**config.mk**
```make
export PLATFORM = sky130hd
export DESIGN_NAME = entry_ctrl
export DESIGN_NICKNAME = d
export VERILOG_FILES = /design/src/rtl/entry_ctrl.sv
export SDC_FILE = /design/constraint.sdc
export NUM_CORES = 1
export LEC_CHECK = 0
export BUFFER_PORTS_ARGS = -buffer_cell sky130_fd_sc_hd__clkbuf_2
export CORE_AREA = 10 10 192 194
export CTS_BUF_LIST = sky130_fd_sc_hd__clkbuf_2
export DETAILED_ROUTE_END_ITERATION = 8
export DIE_AREA = 0 0 202 204
export GPL_TIMING_DRIVEN = 0
export PLACE_DENSITY = 0.44
export SYNTH_ARGS = -nofsm -noshare
export SYNTH_HDL_FRONTEND = slang
export SYNTH_SLANG_ARGS = --single-unit
```
**constraint.sdc**
```tcl
create_clock -name clk -period 3.9 [get_ports clk]
set_input_delay 0.39 -clock clk [delete_from_list [all_inputs] [get_ports clk]]
set_output_delay 0.39 -clock clk [all_outputs]
set_load 0.05 [all_outputs]
```
**src/rtl/entry_ctrl.sv**
```systemverilog
// entry_ctrl: push-button front end and mode FSM for a digit-entry block.
//
// Five raw buttons are synchronized, debounced and turned into one-cycle
// press events. U and D also auto-repeat while held. BTNC steps the FSM
// IDLE -> EDIT_A -> EDIT_B -> SHOW -> IDLE; the direction buttons produce
// single-cycle command pulses, but only while editing.
//
// Ports:
//   clk, rst                 clock and synchronous active-high reset
//   BTNC/BTNL/BTNR/BTNU/BTND raw asynchronous bouncing push-buttons
//   ctrl[3:0]                registered mode word for the digit-entry block
//   mode[1:0]                FSM state code (0 IDLE, 1 EDIT_A, 2 EDIT_B, 3 SHOW)
//   pL/pR/pU/pD              registered single-cycle command pulses
module entry_ctrl #(
    parameter int DEB_CYCLES = 1000000,
    parameter int RPT_DELAY  = 50000000,
    parameter int RPT_PERIOD = 10000000
) (
    input  logic       clk,
    input  logic       rst,
    input  logic       BTNC,
    input  logic       BTNL,
    input  logic       BTNR,
    input  logic       BTNU,
    input  logic       BTND,
    output logic [3:0] ctrl,
    output logic [1:0] mode,
    output logic       pL,
    output logic       pR,
    output logic       pU,
    output logic       pD
);

    localparam int DW   = $clog2(DEB_CYCLES + 1);
    localparam int RMAX = (RPT_DELAY > RPT_PERIOD) ? RPT_DELAY : RPT_PERIOD;
    localparam int RW   = $clog2(RMAX + 1);

    localparam logic [DW-1:0] DEB_LAST = DW'(DEB_CYCLES - 1);
    localparam logic [RW-1:0] RD_LAST  = RW'(RPT_DELAY - 1);
    localparam logic [RW-1:0] RP_LAST  = RW'(RPT_PERIOD - 1);

    localparam logic [1:0] S_IDLE   = 2'd0;
    localparam logic [1:0] S_EDIT_A = 2'd1;
    localparam logic [1:0] S_EDIT_B = 2'd2;
    localparam logic [1:0] S_SHOW   = 2'd3;

    // Button index: 0 C, 1 L, 2 R, 3 U, 4 D.
    logic [4:0] btn_raw;
    assign btn_raw = {BTND, BTNU, BTNR, BTNL, BTNC};

    logic [4:0]    sync1_q, sync2_q;
    logic [4:0]    deb_q, deb_d;
    logic [4:0]    deb_dly_q;
    logic [4:0]    ev_q, ev_d;
    logic [DW-1:0] cnt_q [5];
    logic [DW-1:0] cnt_d [5];

    // Repeat timers, index 0 for U and 1 for D.
    logic [RW-1:0] rcnt_q [2];
    logic [RW-1:0] rcnt_d [2];
    logic [1:0]    rphase_q, rphase_d;   // 0: waiting first delay, 1: periodic
    logic [1:0]    rpt_q, rpt_d;

    logic [1:0] state_q, state_d;
    logic [3:0] ctrl_q, ctrl_d;
    logic       pl_q, pr_q, pu_q, pd_q;
    logic       pl_d, pr_d, pu_d, pd_d;

    logic e_c, e_l, e_r, e_u, e_d;
    logic editing;

    // Debounce counters and press-edge detection.
    always_comb begin
        for (int i = 0; i < 5; i++) begin
            cnt_d[i] = cnt_q[i];
            deb_d[i] = deb_q[i];
            if (sync2_q[i] != deb_q[i]) begin
                // The >= compare keeps the counter from ever wrapping.
                if (cnt_q[i] >= DEB_LAST) begin
                    deb_d[i] = sync2_q[i];
                    cnt_d[i] = '0;
                end else begin
                    cnt_d[i] = cnt_q[i] + DW'(1);
                end
            end else begin
                cnt_d[i] = '0;
            end
        end
        // Rising edge of the debounced level only; releases give nothing.
        ev_d = deb_q & ~deb_dly_q;
    end

    // Auto-repeat timers for U and D, restarted at the press edge.
    always_comb begin
        for (int i = 0; i < 2; i++) begin
            rcnt_d[i]   = rcnt_q[i];
            rphase_d[i] = rphase_q[i];
            rpt_d[i]    = 1'b0;
            if (!deb_q[3+i]) begin
                rcnt_d[i]   = '0;
                rphase_d[i] = 1'b0;
            end else if (!deb_dly_q[3+i]) begin
                // Press cycle: start timing the initial delay.
                rcnt_d[i]   = '0;
                rphase_d[i] = 1'b0;
            end else if (rcnt_q[i] >= (rphase_q[i] ? RP_LAST : RD_LAST)) begin
                rpt_d[i]    = 1'b1;
                rcnt_d[i]   = '0;
                rphase_d[i] = 1'b1;
            end else begin
                rcnt_d[i] = rcnt_q[i] + RW'(1);
            end
        end
    end

    assign e_c = ev_q[0];
    assign e_l = ev_q[1];
    assign e_r = ev_q[2];
    assign e_u = ev_q[3] | rpt_q[0];
    assign e_d = ev_q[4] | rpt_q[1];
    assign editing = (state_q == S_EDIT_A) || (state_q == S_EDIT_B);

    // FSM next state, ctrl word and prioritized direction pulses.
    always_comb begin
        state_d = state_q;
        if (e_c) begin
            case (state_q)
                S_IDLE:   state_d = S_EDIT_A;
                S_EDIT_A: state_d = S_EDIT_B;
                S_EDIT_B: state_d = S_SHOW;
                S_SHOW:   state_d = S_IDLE;
                default:  state_d = S_IDLE;
            endcase
        end else begin
            state_d = state_q;
        end

        // ctrl follows the next state so it changes on the same edge.
        case (state_d)
            S_IDLE:   ctrl_d = 4'b0000;
            S_EDIT_A: ctrl_d = 4'b0001;
            S_EDIT_B: ctrl_d = 4'b0011;
            S_SHOW:   ctrl_d = 4'b0100;
            default:  ctrl_d = 4'b0000;
        endcase

        pl_d = 1'b0;
        pr_d = 1'b0;
        pu_d = 1'b0;
        pd_d = 1'b0;
        // A centre press in the same cycle swallows every direction event.
        if (editing && !e_c) begin
            if (e_l) begin
                pl_d = 1'b1;
            end else if (e_r) begin
                pr_d = 1'b1;
            end else if (e_u) begin
                pu_d = 1'b1;
            end else if (e_d) begin
                pd_d = 1'b1;
            end else begin
                pl_d = 1'b0;
            end
        end else begin
            pl_d = 1'b0;
        end
    end

    // All state registers with synchronous reset.
    always_ff @(posedge clk) begin
        if (rst) begin
            sync1_q   <= 5'b00000;
            sync2_q   <= 5'b00000;
            deb_q     <= 5'b00000;
            deb_dly_q <= 5'b00000;
            ev_q      <= 5'b00000;
            for (int i = 0; i < 5; i++) cnt_q[i] <= '0;
            for (int i = 0; i < 2; i++) rcnt_q[i] <= '0;
            rphase_q  <= 2'b00;
            rpt_q     <= 2'b00;
            state_q   <= S_IDLE;
            ctrl_q    <= 4'b0000;
            pl_q      <= 1'b0;
            pr_q      <= 1'b0;
            pu_q      <= 1'b0;
            pd_q      <= 1'b0;
        end else begin
            sync1_q   <= btn_raw;
            sync2_q   <= sync1_q;
            deb_q     <= deb_d;
            deb_dly_q <= deb_q;
            ev_q      <= ev_d;
            for (int i = 0; i < 5; i++) cnt_q[i] <= cnt_d[i];
            for (int i = 0; i < 2; i++) rcnt_q[i] <= rcnt_d[i];
            rphase_q  <= rphase_d;
            rpt_q     <= rpt_d;
            state_q   <= state_d;
            ctrl_q    <= ctrl_d;
            pl_q      <= pl_d;
            pr_q      <= pr_d;
            pu_q      <= pu_d;
            pd_q      <= pd_d;
        end
    end

    assign ctrl = ctrl_q;
    assign mode = state_q;
    assign pL   = pl_q;
    assign pR   = pr_q;
    assign pU   = pu_q;
    assign pD   = pd_q;

endmodule

```
==> flow_summary.yaml <==
status:
  status: "completed"
route:
  wl_per_cell_um: 11.0
  viasPerCell: 4.17
  dr.pass1.iters: 6
  drt_iter0_drc: 297
  route.final.wire_length_mm: 15.6
  drc: 0
  num_vias: 5887
  ant_nets: 0
logic_synthesis:
  ys_seq_elements: 190
  netlist_instances: 909
  synth_edf_count: 0
  syn_nets: 943
  yosys.cell_types.count: 50
  synthArstFlopShare: 0
  synth_area_mm2: 0.00818
  syn_area_per_cell_um2: 9.00
  ys.flop_type: "dfxtp_1"
  ys_warn_count: 0
  yosysSeqAreaShare: 0.465
sta:
  fin_tns_setup_ns: 0
  slew_headroom: 0.270
  timing.final.crit_share: 0.652
  rsz0062_at_grt: "no"
  layout_min_cycle_time_ns: 2.54
  final_max_slew_viol_count: 0
  whs_ns: 0.371
  setup_violations: 0
  finalWorstSetupSlack_ns: 1.36
  fmax_mhz: 393
  fin_skew_ns: 0.0610
  hold_viol_final: 0
  worst_pin_slew_ns: 1.08
setup_path:
  crit_required_ns: 4.60
  slowest_stage: "dfxtp_1"
  crit_path_max_fanout: 10
  start_kind: "flop"
  critical_path.max_stage_delay_ns: 0.57
  path_delay_family: "simple AND/OR/NAND/NOR gates"
  criticalPathCategory: "reg2reg"
  arrival_ns: 3.25
  critPathBufInv: 2
  path_cells: "inv_1 -> ha_1 -> nand2_1 -> nor3_1 -> o311ai_0 -> nand4_1 -> clkbuf_1 -> nor2_1"
  endpoint_kind: "flop"
global_route:
  grt_max_degree: 19
  overflow: 0
  grt_pass1_vias: 5739
  grt_pass1_wl_mm: 27.3
  antenna_found_initial: 1
  grtUsageTotal: 0.0787
placed_design:
  place_inst: 1372
  place_congestion: 0.717
  port_buffers: 15
  place_worst_setup_slack_ns: 1.36
  hpwl_mm: 11.0
  placed_area_mm2: 0.00882
power_and_ir_drop:
  p_leak_nw: 2.95
  power_density_mw_per_mm2: 323
  ir_drop_mv: 0.149
  power_mw: 2.94
run:
  maxCapViolCount: 0
die:
  initial_utilization: 0.247
  fp-row-count: 67
  pin_count: 17
  die_x_um: 202
  core_mm2: 0.0331
  die_h_um: 204
  dieArea_mm2: 0.0412
clock_network:
  clk_latency_ns: 0.77
  cts-root-buf: "clkbuf_2"
  cts_tree: "built"
  numCtsBuffers: 17
  clk_path_buf_depth: 2
  h-tree-depth: 4
  clk_pin_slew_worst_paths_ns: 0.30
  cts_setup_buffers: 0
  clkSinkCount: 190
finish:
  final_nets: 983
  drive_above_1_share: 0.0717
  fin_cells: 1411
  n_fill_cell: 3593
  final_cell_area_mm2: 0.00910
  area_growth_pct: 11.3
  final_core_util: 0.275
worst_hold_path:
  hp-class: "in2reg"
-- Yosys cell counts, drive strengths merged (15+ instances only) --
master / number / area (um^2)
dfxtp: 190 / 3800
nor2: 192 / 746
xor2: 75 / 657
ha: 27 / 338
xnor2: 63 / 552
nand2: 47 / 176
nor3: 17 / 85.1
inv: 29 / 109
nand4: 34 / 213
and3: 20 / 125
nand3: 57 / 290
clkbuf: 15 / 56.3
nor2b: 27 / 169
-- final timing paths --
path	end	startpoint	cells past startpoint	slack, ns
setup reg to reg	rcnt_q[0][11]	rphase_q[0]	8	1.36
setup / recovery	rcnt_q[0][11]	rphase_q[0]	8	1.36
hold reg to reg	ev_q[2]	deb_dly_q[2]	1	0.40
hold / removal	sync1_q[0]	BTNC	3	0.37
-- layout by cell type, fill, tap and decap left out, types with 13 or more instances in the layout --
cell / netlist / layout
nor2b_1: 27 / 27
and3_1: 20 / 20
nor3_1: 17 / 17
nand3_1: 56 / 56
xnor2_1: 63 / 63
clkbuf_1: 15 / 15
ha_1: 27 / 27
nand4_1: 34 / 34
nor2_1: 182 / 182
nand2_1: 47 / 47
dfxtp_1: 190 / 190
xor2_1: 75 / 75
and4_1: 13 / 13
inv_1: 29 / 29
clkbuf_2: 0 / 32
-- cell type report --
class / instances / area [um^2] / area share
repair buffers: 21 / 135 / 0.0148
clock buffers: 17 / 85.1 / 0.00934
diodes: 1 / 2.50 / 0.000275
clock inverters: 15 / 135 / 0.0148
flip-flops and latches: 190 / 3800 / 0.418
multi-input cells: 668 / 4170 / 0.458
inverters: 29 / 109 / 0.0120
plain buffers: 22 / 106 / 0.0117
well taps: 448 / 561 / 0.0616
-- cell families (layout without fill, tap and decap cells) --
kind of cell / after synthesis / in the layout / synth area share
mux: 1 / 1 / 0.00122
fa+ha+maj: 27 / 27 / 0.0413
simple gates: 447 / 447 / 0.270
xor+xnor: 138 / 138 / 0.148
flops: 190 / 190 / 0.465
compound gates: 54 / 54 / 0.0477
buf+inv: 51 / 104 / 0.0263
other cells: 1 / 2 / 0.000458
-- metal layers --
metal | vias up | GRT usage | part of all wire
met5 | - | 0 | 0
met4 | 0 | 0.0242 | 0.0096
met3 | 11 | 0.0189 | 0.021
met2 | 38 | 0.122 | 0.43
met1 | 2685 | 0.106 | 0.54
li1 | 3153 | - | -
-- power by group --
part | switching [mW] | total [mW] | internal, mW
Sequential | 0.00350 | 1.96 | 1.96
Combinational | 0.0229 | 0.0379 | 0.0150
Clock | 0.751 | 0.946 | 0.195
-- registers in the layout (all words and copies together), names as in the netlist, 2 cells and up --
register and flops:
cnt_q 100, deb_dly_q 5, mode 2, rpt_q 2, sync2_q 5, rcnt_q 52
sync1_q 5, ctrl 3, deb_q 5, ev_q 5, rphase_q 2
-- worst reg2reg max path: stages (launching register included) --
cell,delay [ns]
dfxtp_1,0.57
inv_1,0.11
ha_1,0.33
nand2_1,0.08
nor3_1,0.05
o311ai_0,0.45
nand4_1,0.40
clkbuf_1,0.35
nor2_1,0.15
-- what timing repair did --
| action | 4_1_cts | 5_1_grt |
|---|---|---|
| hold buffers | 6 | 0 |
| endpoints found under the hold margin | 7 | 0 |
| gates resized for setup | 0 | 0 |
| setup endpoints to repair | 0 | 0 |
(Power assumes the default switching activity.)
